`src/rtl/controle_varredura_matriz.sv`:
```
// controle_varredura_matriz: row-scan controller for a 5-column LED matrix.
// It steps the row index `contador` once per DIV_ROW clock cycles and drives
// it into the frame decoders. The decoder columns and an active-low one-hot
// row pattern are registered out to the matrix. Frames rotate through
// 0..FRAMES-1, and each frame stays up for DWELL complete scans.
//
// Optional feature: define MATRIZ_BLANK_EN to add a 2-cycle dark BLANK state
// after every row step (anti-ghosting). The row period stays DIV_ROW cycles,
// so DIV_ROW must be at least 3 when this feature is enabled.
module controle_varredura_matriz #(
  parameter int DIV_ROW = 1000,  // clock cycles per row step (>=2)
  parameter int ROWS    = 7,     // rows per frame, 1..8
  parameter int FRAMES  = 4,     // frames in rotation, 2..4
  parameter int DWELL   = 50     // complete scans per frame (>=1)
) (
  input  logic            clock,
  input  logic            reset,
  input  logic            enable,
  input  logic            hold,
  input  logic [4:0]      colunas_in,
  output logic [2:0]      contador,
  output logic [1:0]      quadro_sel,
  output logic [ROWS-1:0] linhas,
  output logic [4:0]      colunas,
  output logic            fim_quadro
);

  localparam int PRE_W = (DIV_ROW > 1) ? $clog2(DIV_ROW) : 1;
  localparam int SCN_W = (DWELL > 1) ? $clog2(DWELL) : 1;

  localparam logic [PRE_W-1:0] PRE_LAST   = PRE_W'(DIV_ROW - 1);
  localparam logic [2:0]       ROW_LAST   = 3'(ROWS - 1);
  localparam logic [1:0]       FRAME_LAST = 2'(FRAMES - 1);
  localparam logic [SCN_W-1:0] SCAN_LAST  = SCN_W'(DWELL - 1);
  localparam logic [ROWS-1:0]  ROW_ONE    = ROWS'(1);
  localparam logic [ROWS-1:0]  ROWS_DARK  = '1;

`ifdef MATRIZ_BLANK_EN
  typedef enum logic [1:0] {
    IDLE  = 2'd0,
    SCAN  = 2'd1,
    BLANK = 2'd2
  } state_t;
`else
  typedef enum logic [1:0] {
    IDLE  = 2'd0,
    SCAN  = 2'd1
  } state_t;
`endif

  state_t           state_q;
  state_t           state_d;
  logic [PRE_W-1:0] pre_q;
  logic [SCN_W-1:0] scan_q;
  logic             pre_run;
  logic             tick;
  logic [ROWS-1:0]  row_drive;

  // Next state and per-cycle scan controls.
  always_comb begin
    // NOTE: every signal driven here gets a default first, so no path can
    // leave one unassigned and turn it into a latch.
    state_d   = state_q;
    pre_run   = 1'b0;
    tick      = 1'b0;
    row_drive = ~(ROW_ONE << contador);

    case (state_q)
      IDLE: begin
        if (enable) state_d = SCAN;
      end
      SCAN: begin
        if (!enable) begin
          state_d = IDLE;
        end else begin
          pre_run = 1'b1;
          tick    = (pre_q == PRE_LAST);
`ifdef MATRIZ_BLANK_EN
          if (tick) state_d = BLANK;
`endif
        end
      end
`ifdef MATRIZ_BLANK_EN
      BLANK: begin
        // Entered with the prescaler at 0; leaving when it reads 1 gives
        // exactly two dark cycles while the row period keeps running.
        if (!enable) begin
          state_d = IDLE;
        end else begin
          pre_run = 1'b1;
          if (pre_q == PRE_W'(1)) state_d = SCAN;
        end
      end
`endif
      default: state_d = IDLE;
    endcase
  end

  // State register.
  always_ff @(posedge clock) begin
    // NOTE: sequential state uses non-blocking assignments only, so every
    // register samples the values from before the edge.
    if (reset) state_q <= IDLE;
    else       state_q <= state_d;
  end

  // Prescaler, row index, dwell count and frame rotation.
  always_ff @(posedge clock) begin
    if (reset) begin
      pre_q      <= '0;
      contador   <= '0;
      quadro_sel <= '0;
      scan_q     <= '0;
      fim_quadro <= 1'b0;
    end else begin
      fim_quadro <= 1'b0;

      if (!pre_run || pre_q == PRE_LAST) pre_q <= '0;
      else                               pre_q <= pre_q + 1'b1;

      if (tick) begin
        if (contador == ROW_LAST) begin
          contador <= '0;
          if (scan_q == SCAN_LAST && !hold) begin
            scan_q     <= '0;
            quadro_sel <= (quadro_sel == FRAME_LAST) ? 2'd0 : quadro_sel + 1'b1;
            fim_quadro <= 1'b1;
          end else if (scan_q != SCAN_LAST) begin
            // While hold is set, the count parks at the last scan, so the
            // first wrap after release advances the frame.
            scan_q <= scan_q + 1'b1;
          end
        end else begin
          contador <= contador + 1'b1;
        end
      end
    end
  end

  // Registered matrix drive. It follows the state being entered, and the
  // row pattern is built from the current contador (one cycle of latency).
  always_ff @(posedge clock) begin
    if (reset) begin
      linhas  <= ROWS_DARK;
      colunas <= '0;
    end else if (state_d == SCAN) begin
      linhas  <= row_drive;
      colunas <= colunas_in;
    end else begin
      linhas  <= ROWS_DARK;
      colunas <= '0;
    end
  end

endmodule

```
`config.mk`:
```
export PLATFORM = sky130hd
export DESIGN_NAME = controle_varredura_matriz
export DESIGN_NICKNAME = d
export VERILOG_FILES = /design/src/rtl/controle_varredura_matriz.sv
export SDC_FILE = /design/constraint.sdc
export NUM_CORES = 1
export LEC_CHECK = 0
export BUFFER_PORTS_ARGS = -buffer_cell sky130_fd_sc_hd__buf_2
export CAP_MARGIN = 20
export CORE_MARGIN = 10
export CORE_UTILIZATION = 48
export DETAILED_ROUTE_END_ITERATION = 6
export PLACE_DENSITY = 0.84
export SYNTH_ARGS = -nofsm -noshare
export SYNTH_HDL_FRONTEND = slang
export SYNTH_SLANG_ARGS = --single-unit
```
`constraint.sdc`:
```
create_clock -name clock -period 1.9 [get_ports clock]
set_input_delay 0.38 -clock clock [delete_from_list [all_inputs] [get_ports clock]]
set_output_delay 0.38 -clock clock [all_outputs]
set_load 0.1 [all_outputs]
```
## After elaboration in Yosys (flattened, before gate mapping)

Cells that the tools add are included.

- Multiplexer cells: 12
- Bitwise operators: 4
- Shift-type cells: 1
- Reductions and logical operators: 11
- Equality and inequality tests: 7
- Add/subtract/negate cells: 4

Operators with widths:

| operator | number |
|---|---|
| 6-bit 2-to-1 mux | 2 |
| 10-bit by 1-bit adder with 10-bit output (second input constant) | 1 |
| 10-bit equality test (second input constant) | 1 |
| 7-bit inverter | 1 |
| 1-bit by 3-bit left shift with 7-bit output (first input constant) | 1 |
| 6-bit by 1-bit adder with 6-bit output (second input constant) | 1 |
| 6-bit equality test (second input constant) | 1 |
| 2-bit 2-to-1 mux | 3 |
| 6-bit inequality test (second input constant) | 1 |
| 3-bit AND reduction | 2 |
| 1-bit 2-to-1 mux | 5 |
| 2-bit by 1-bit equality test with 1-bit output (second input constant) | 2 |
| 2-bit one-hot mux with 2 select lines | 1 |
| 2-bit OR reduction | 2 |
| 3-bit by 1-bit adder with 3-bit output (second input constant) | 1 |
| 3-bit equality test (second input constant) | 1 |
| 3-bit 2-to-1 mux | 1 |
| 1-bit inverter | 3 |
| 3-bit OR reduction | 1 |
| 2-bit by 1-bit adder with 2-bit output (second input constant) | 1 |
| 2-bit equality test (second input constant) | 1 |
| 1-bit zero test | 2 |
| 2-bit zero test | 1 |
| 2-bit nonzero test | 1 |
| 2 further kinds | 2 |

- Register bits after elaboration: 36
- Bits of input ports: 9
- Logic and storage cells: 47
- Output and inout bits: 18

## Depth between registers and ports, before layout

- Word-level depth: 5
- Mapped depth: 6
- Gate-level depth less buffers: 6

## Worst setup path after synthesis

No wires, ideal clock.

- Path kind: register -> register
- Start: register contador[0]
- End: register contador[2]
- Setup time: 70 ps
- Required time: 1830 ps
- Path buffers: 1
- Arrival time: 2078 ps
- Cell stages (with the launch flop): 6
- Path slack: -248 ps
- Period minus slack after synthesis: 2148 ps
- Cell sequence: dfxtp_1 > clkbuf_1 > and2_1 > ha_1 > or3_1 > a21oi_1

- Word-level cells in the longest chain between the ends: 2
- Elaborated cells between the ends (all ways): 3
- Those cells by class: 1 x add/sub; 1 x eq/ne; 1 x mux

Ends and longest elaborated chain:

| element | line | RTL |
|---|---|---|
| start: declaration | 21 | `output logic [2:0] contador,` |
| start signal: assignment | 134 | `contador <= contador + 1'b1;` |
| 3-bit by 1-bit adder with 3-bit output or 3-bit equality test (tied branches) | 134, 122 |  |
| 3-bit 2-to-1 mux * | 122 | `if (contador == ROW_LAST) begin` |

Mark *: on every way between the ends. The rest lies on a longest branch, timed or not.
A chain may end at the register's enable or synchronous reset.

## Worst setup path in the final report

- Start: register state_q[1]
- End: register quadro_sel[0]

- Word-level cells in the longest chain between the ends: 3

Ends and longest elaborated chain:

| element | line | RTL |
|---|---|---|
| start: declaration | 51 | `state_t state_q;` |
| start signal: assignment | 104 | `else state_q <= state_d;` |
| 2-bit by 1-bit equality test with 1-bit output | 68 | `case (state_q)` |
| 1-bit 2-to-1 mux | 68 |  |
| 3-bit AND reduction (no source line) | n/a |  |
| end signal: assignment | 126 | `quadro_sel <= (quadro_sel == FRAME_LAST) ? 2'd0 : quadro_sel + 1'b1;` |
| end: declaration | 22 | `output logic [1:0] quadro_sel,` |

No other way between the ends.

==> flow_summary.ini <==
[clock_tree]
cts_root_buf = clkbuf_4
cts_buffer_depth = 2
cts.htree.levels = 2
clock_sinks = 36
clk_pin_slew_ns = 0.11
numCtsBuffers = 5
clock_latency_ns = 0.35
cts_tree = yes

[global_route]
grt_max_degree = 21
gr-total-overflow = 0
grt_pass1_wl_um = 5290
antenna_found_initial = 0
grt_pass1_vias = 1244
grtUsageTotal_pct = 12.0

[detailed_routing]
dr_total_vias = 1237
ant_nets = 0
drt_iter0_drc = 62
drc = 0
avgViaCountPerCell = 5.40
dr.pass1.iters = 4
routed_wl_um = 3220
wl_per_cell_um = 14.1

[timing]
max-slew-margin-rel_pct = 51.0
setup_viol = 0
rsz0062_at_grt = yes
fin_setup_tns_ns = 0
fmax_mhz = 530
finClkSkew_ns = 0.0123
finalCritPeriodShare_pct = 99.2
worst_slew_pin_slew_ns = 0.734
slew_violations = 0
period_needed_ns = 1.89
hold_viol_final = 0

[yosys]
ys_warn_count = 0
synth_area_um2 = 1480
synth-seq-area-share_pct = 48.9
syn_inst = 150
synth_nets = 164
synth_cell_type_count = 38
avgSynthCellArea_um2 = 9.83
synth_seq_cells = 36

[die]
die_area_um2 = 5690
boundaryPins = 27
die_h_um = 75.4
start_util_pct = 49.1
num_rows = 20
die_w_um = 75.4
core_area_um2 = 3000

[critical_path]
worstSetupPathType = register to register
rr_endpoint = quadro_sel[0]
timing.rr.start = state_q[1]
cp-end-kind = register
worst_ep_arrival_time_ns = 2.12
cp.required_ns = 2.13
start_kind = register
reg2reg_slack_ns = 0.01
path_max_fanout = 5
slowest_delay_ns = 0.58
r2r_cells = 4
crit_family = simple AND/OR/NAND/NOR gates
worstPathCellList = nand3b_1 > or4_4 > nor4b_4 > mux2_1
crit_buf_inv = 0
cp_slowest_cell = or4_4

[power]
vdd_drop_max_v = 0.000298
leakage_nw = 0.744
pwr_density_cell_nw_per_um2 = 666

[layout]
finalCoreUtilization_pct = 61.2
syn_to_final_growth_pct = 24.6
design_area_um2 = 1840
nNetsFinal = 209
drive_above_1_share_pct = 34.7
nFillCells = 258
diodes = 0

[hold_path]
worst_hold_startpoint = colunas_in[0]
min_to = colunas[0]
hold_depth = 2
hold_class = input port to register

[placed_design]
post_dp_cell_area_um2 = 1740
place.port_buffers = 26
place.gp.congestion = 0.893
dp_hpwl_um = 2420

[status]
outcome = finished clean

[flow_run]
max_cap_violations = 0
## how the worst max path moves through the flow
stage,cells after the start,start,end,slack (ns)
6_report,4,state_q[1],quadro_sel[0],0.01
3_3_place_gp,5,enable,quadro_sel[0],-0.04
4_1_cts,4,pre_q[4],quadro_sel[0],0.04
3_5_place_dp,5,enable,quadro_sel[0],-0.10
2_1_floorplan,5,pre_q[4],quadro_sel[0],-0.03
5_1_grt,4,state_q[1],quadro_sel[0],-0.03
## Yosys cell counts, drive strengths merged
cell	number	share of area, %
and3b	1	0.59
nand4b	1	0.59
and2	6	2.5
nand3	13	4.4
a21oi	4	1.4
nand3b	3	1.5
xnor2	3	1.8
o21ai	1	0.34
and3	3	1.3
o311ai	1	0.59
or3	4	1.7
o32ai	2	1.2
mux2i	2	1.4
ha	5	4.2
nand2b	5	2.1
o22ai	2	0.85
nor2	14	3.6
a211oi	1	0.51
nor3	2	0.68
or2	2	0.85
inv	4	1.0
nor2b	4	1.7
or4	1	0.76
nor4b	1	1.6
clkbuf	4	1.0
nand2	8	2.0
dfxtp	36	49
a31oi	1	0.42
nor3b	3	1.5
nor4	1	0.42
nand4bb	1	1.9
a311oi	2	1.2
a32oi	1	0.59
conb	1	0.25
xor2	4	2.4
mux2	2	1.5
buf	1	0.76
## layout by cell type (no fill, tap or decap), drive strengths merged, types with 4 or more instances in the layout
master / count
ha: 5
nand3: 13
dfxtp: 36
nand2: 8
buf: 43
and2: 6
nor2: 14
a21oi: 4
nand2b: 5
nor2b: 4
clkbuf: 5
inv: 4
xor2: 4
or3: 4
## per-stage QoR
stage	total power, mW	hold WS [ns]	setup WS, ns	cells
final	1.22	0.229	0.0149	229
after global routing	1.27	0.215	-0.0281	229
after CTS	1.24	0.214	0.0440	227
after detailed placement	0.838	0.409	-0.104	218
after global placement	0.837	0.397	-0.0431	218
after floorplan	0.821	0.391	-0.0339	150
## worst reg2reg max path, cell delays in order, from the launching register on
cell and delay (ns):
dfxtp_1 0.34, nand3b_1 0.20, or4_4 0.58, nor4b_4 0.32
mux2_1 0.34
## area by class of cell
class | instances | area (um2) | share of cell area [%]
multi-input combinational | 105 | 738 | 40.2
clock buffer | 5 | 37.5 | 2.04
tap | 33 | 41.3 | 2.25
timing repair buffer | 43 | 258 | 14.0
sequential | 36 | 729 | 39.7
inverter | 4 | 15.0 | 0.817
clock inverter | 3 | 18.8 | 1.02
## flip-flops by register name, summed over array words and instances, names as in the netlist
| register | flops |
|---|---|
| fim_quadro | 1 |
| quadro_sel | 2 |
| state_q | 2 |
| colunas | 5 |
| pre_q | 10 |
| scan_q | 6 |
| contador | 3 |
| linhas | 7 |
## power breakdown
part	switching [mW]	internal, mW	total, mW
Combinational	0.0437	0.0163	0.0600
Sequential	0.00224	0.760	0.762
Clock	0.260	0.142	0.402
## per-layer routing
| metal | track usage (%) | up-vias | wire length, um |
|---|---|---|---|
| met2 | 20.7 | 40 | 1510 |
| met1 | 11.6 | 570 | 1300 |
| met5 | 0 | - | 0 |
| li1 | - | 616 | - |
| met4 | 9.28 | 0 | 127 |
| met3 | 4.04 | 11 | 276 |
## cells by family after synthesis
logic type	synth area share, %
compound gates	7.04
other cells	0.254
mux	2.88
fa+ha+maj	4.24
simple gates	29.8
xor+xnor	4.16
flops	48.9
buf+inv	2.80
## repair_timing
item	4_1_cts	5_1_grt
buffers inserted	1	2
resized for setup	1	4
pin swaps	1	2
endpoints found under the hold margin	0	0
endpoints found under the setup margin	11	3
cloned	0	0
hold buffers	0	0
No activity file was read; power rests on OpenSTA's default activity.
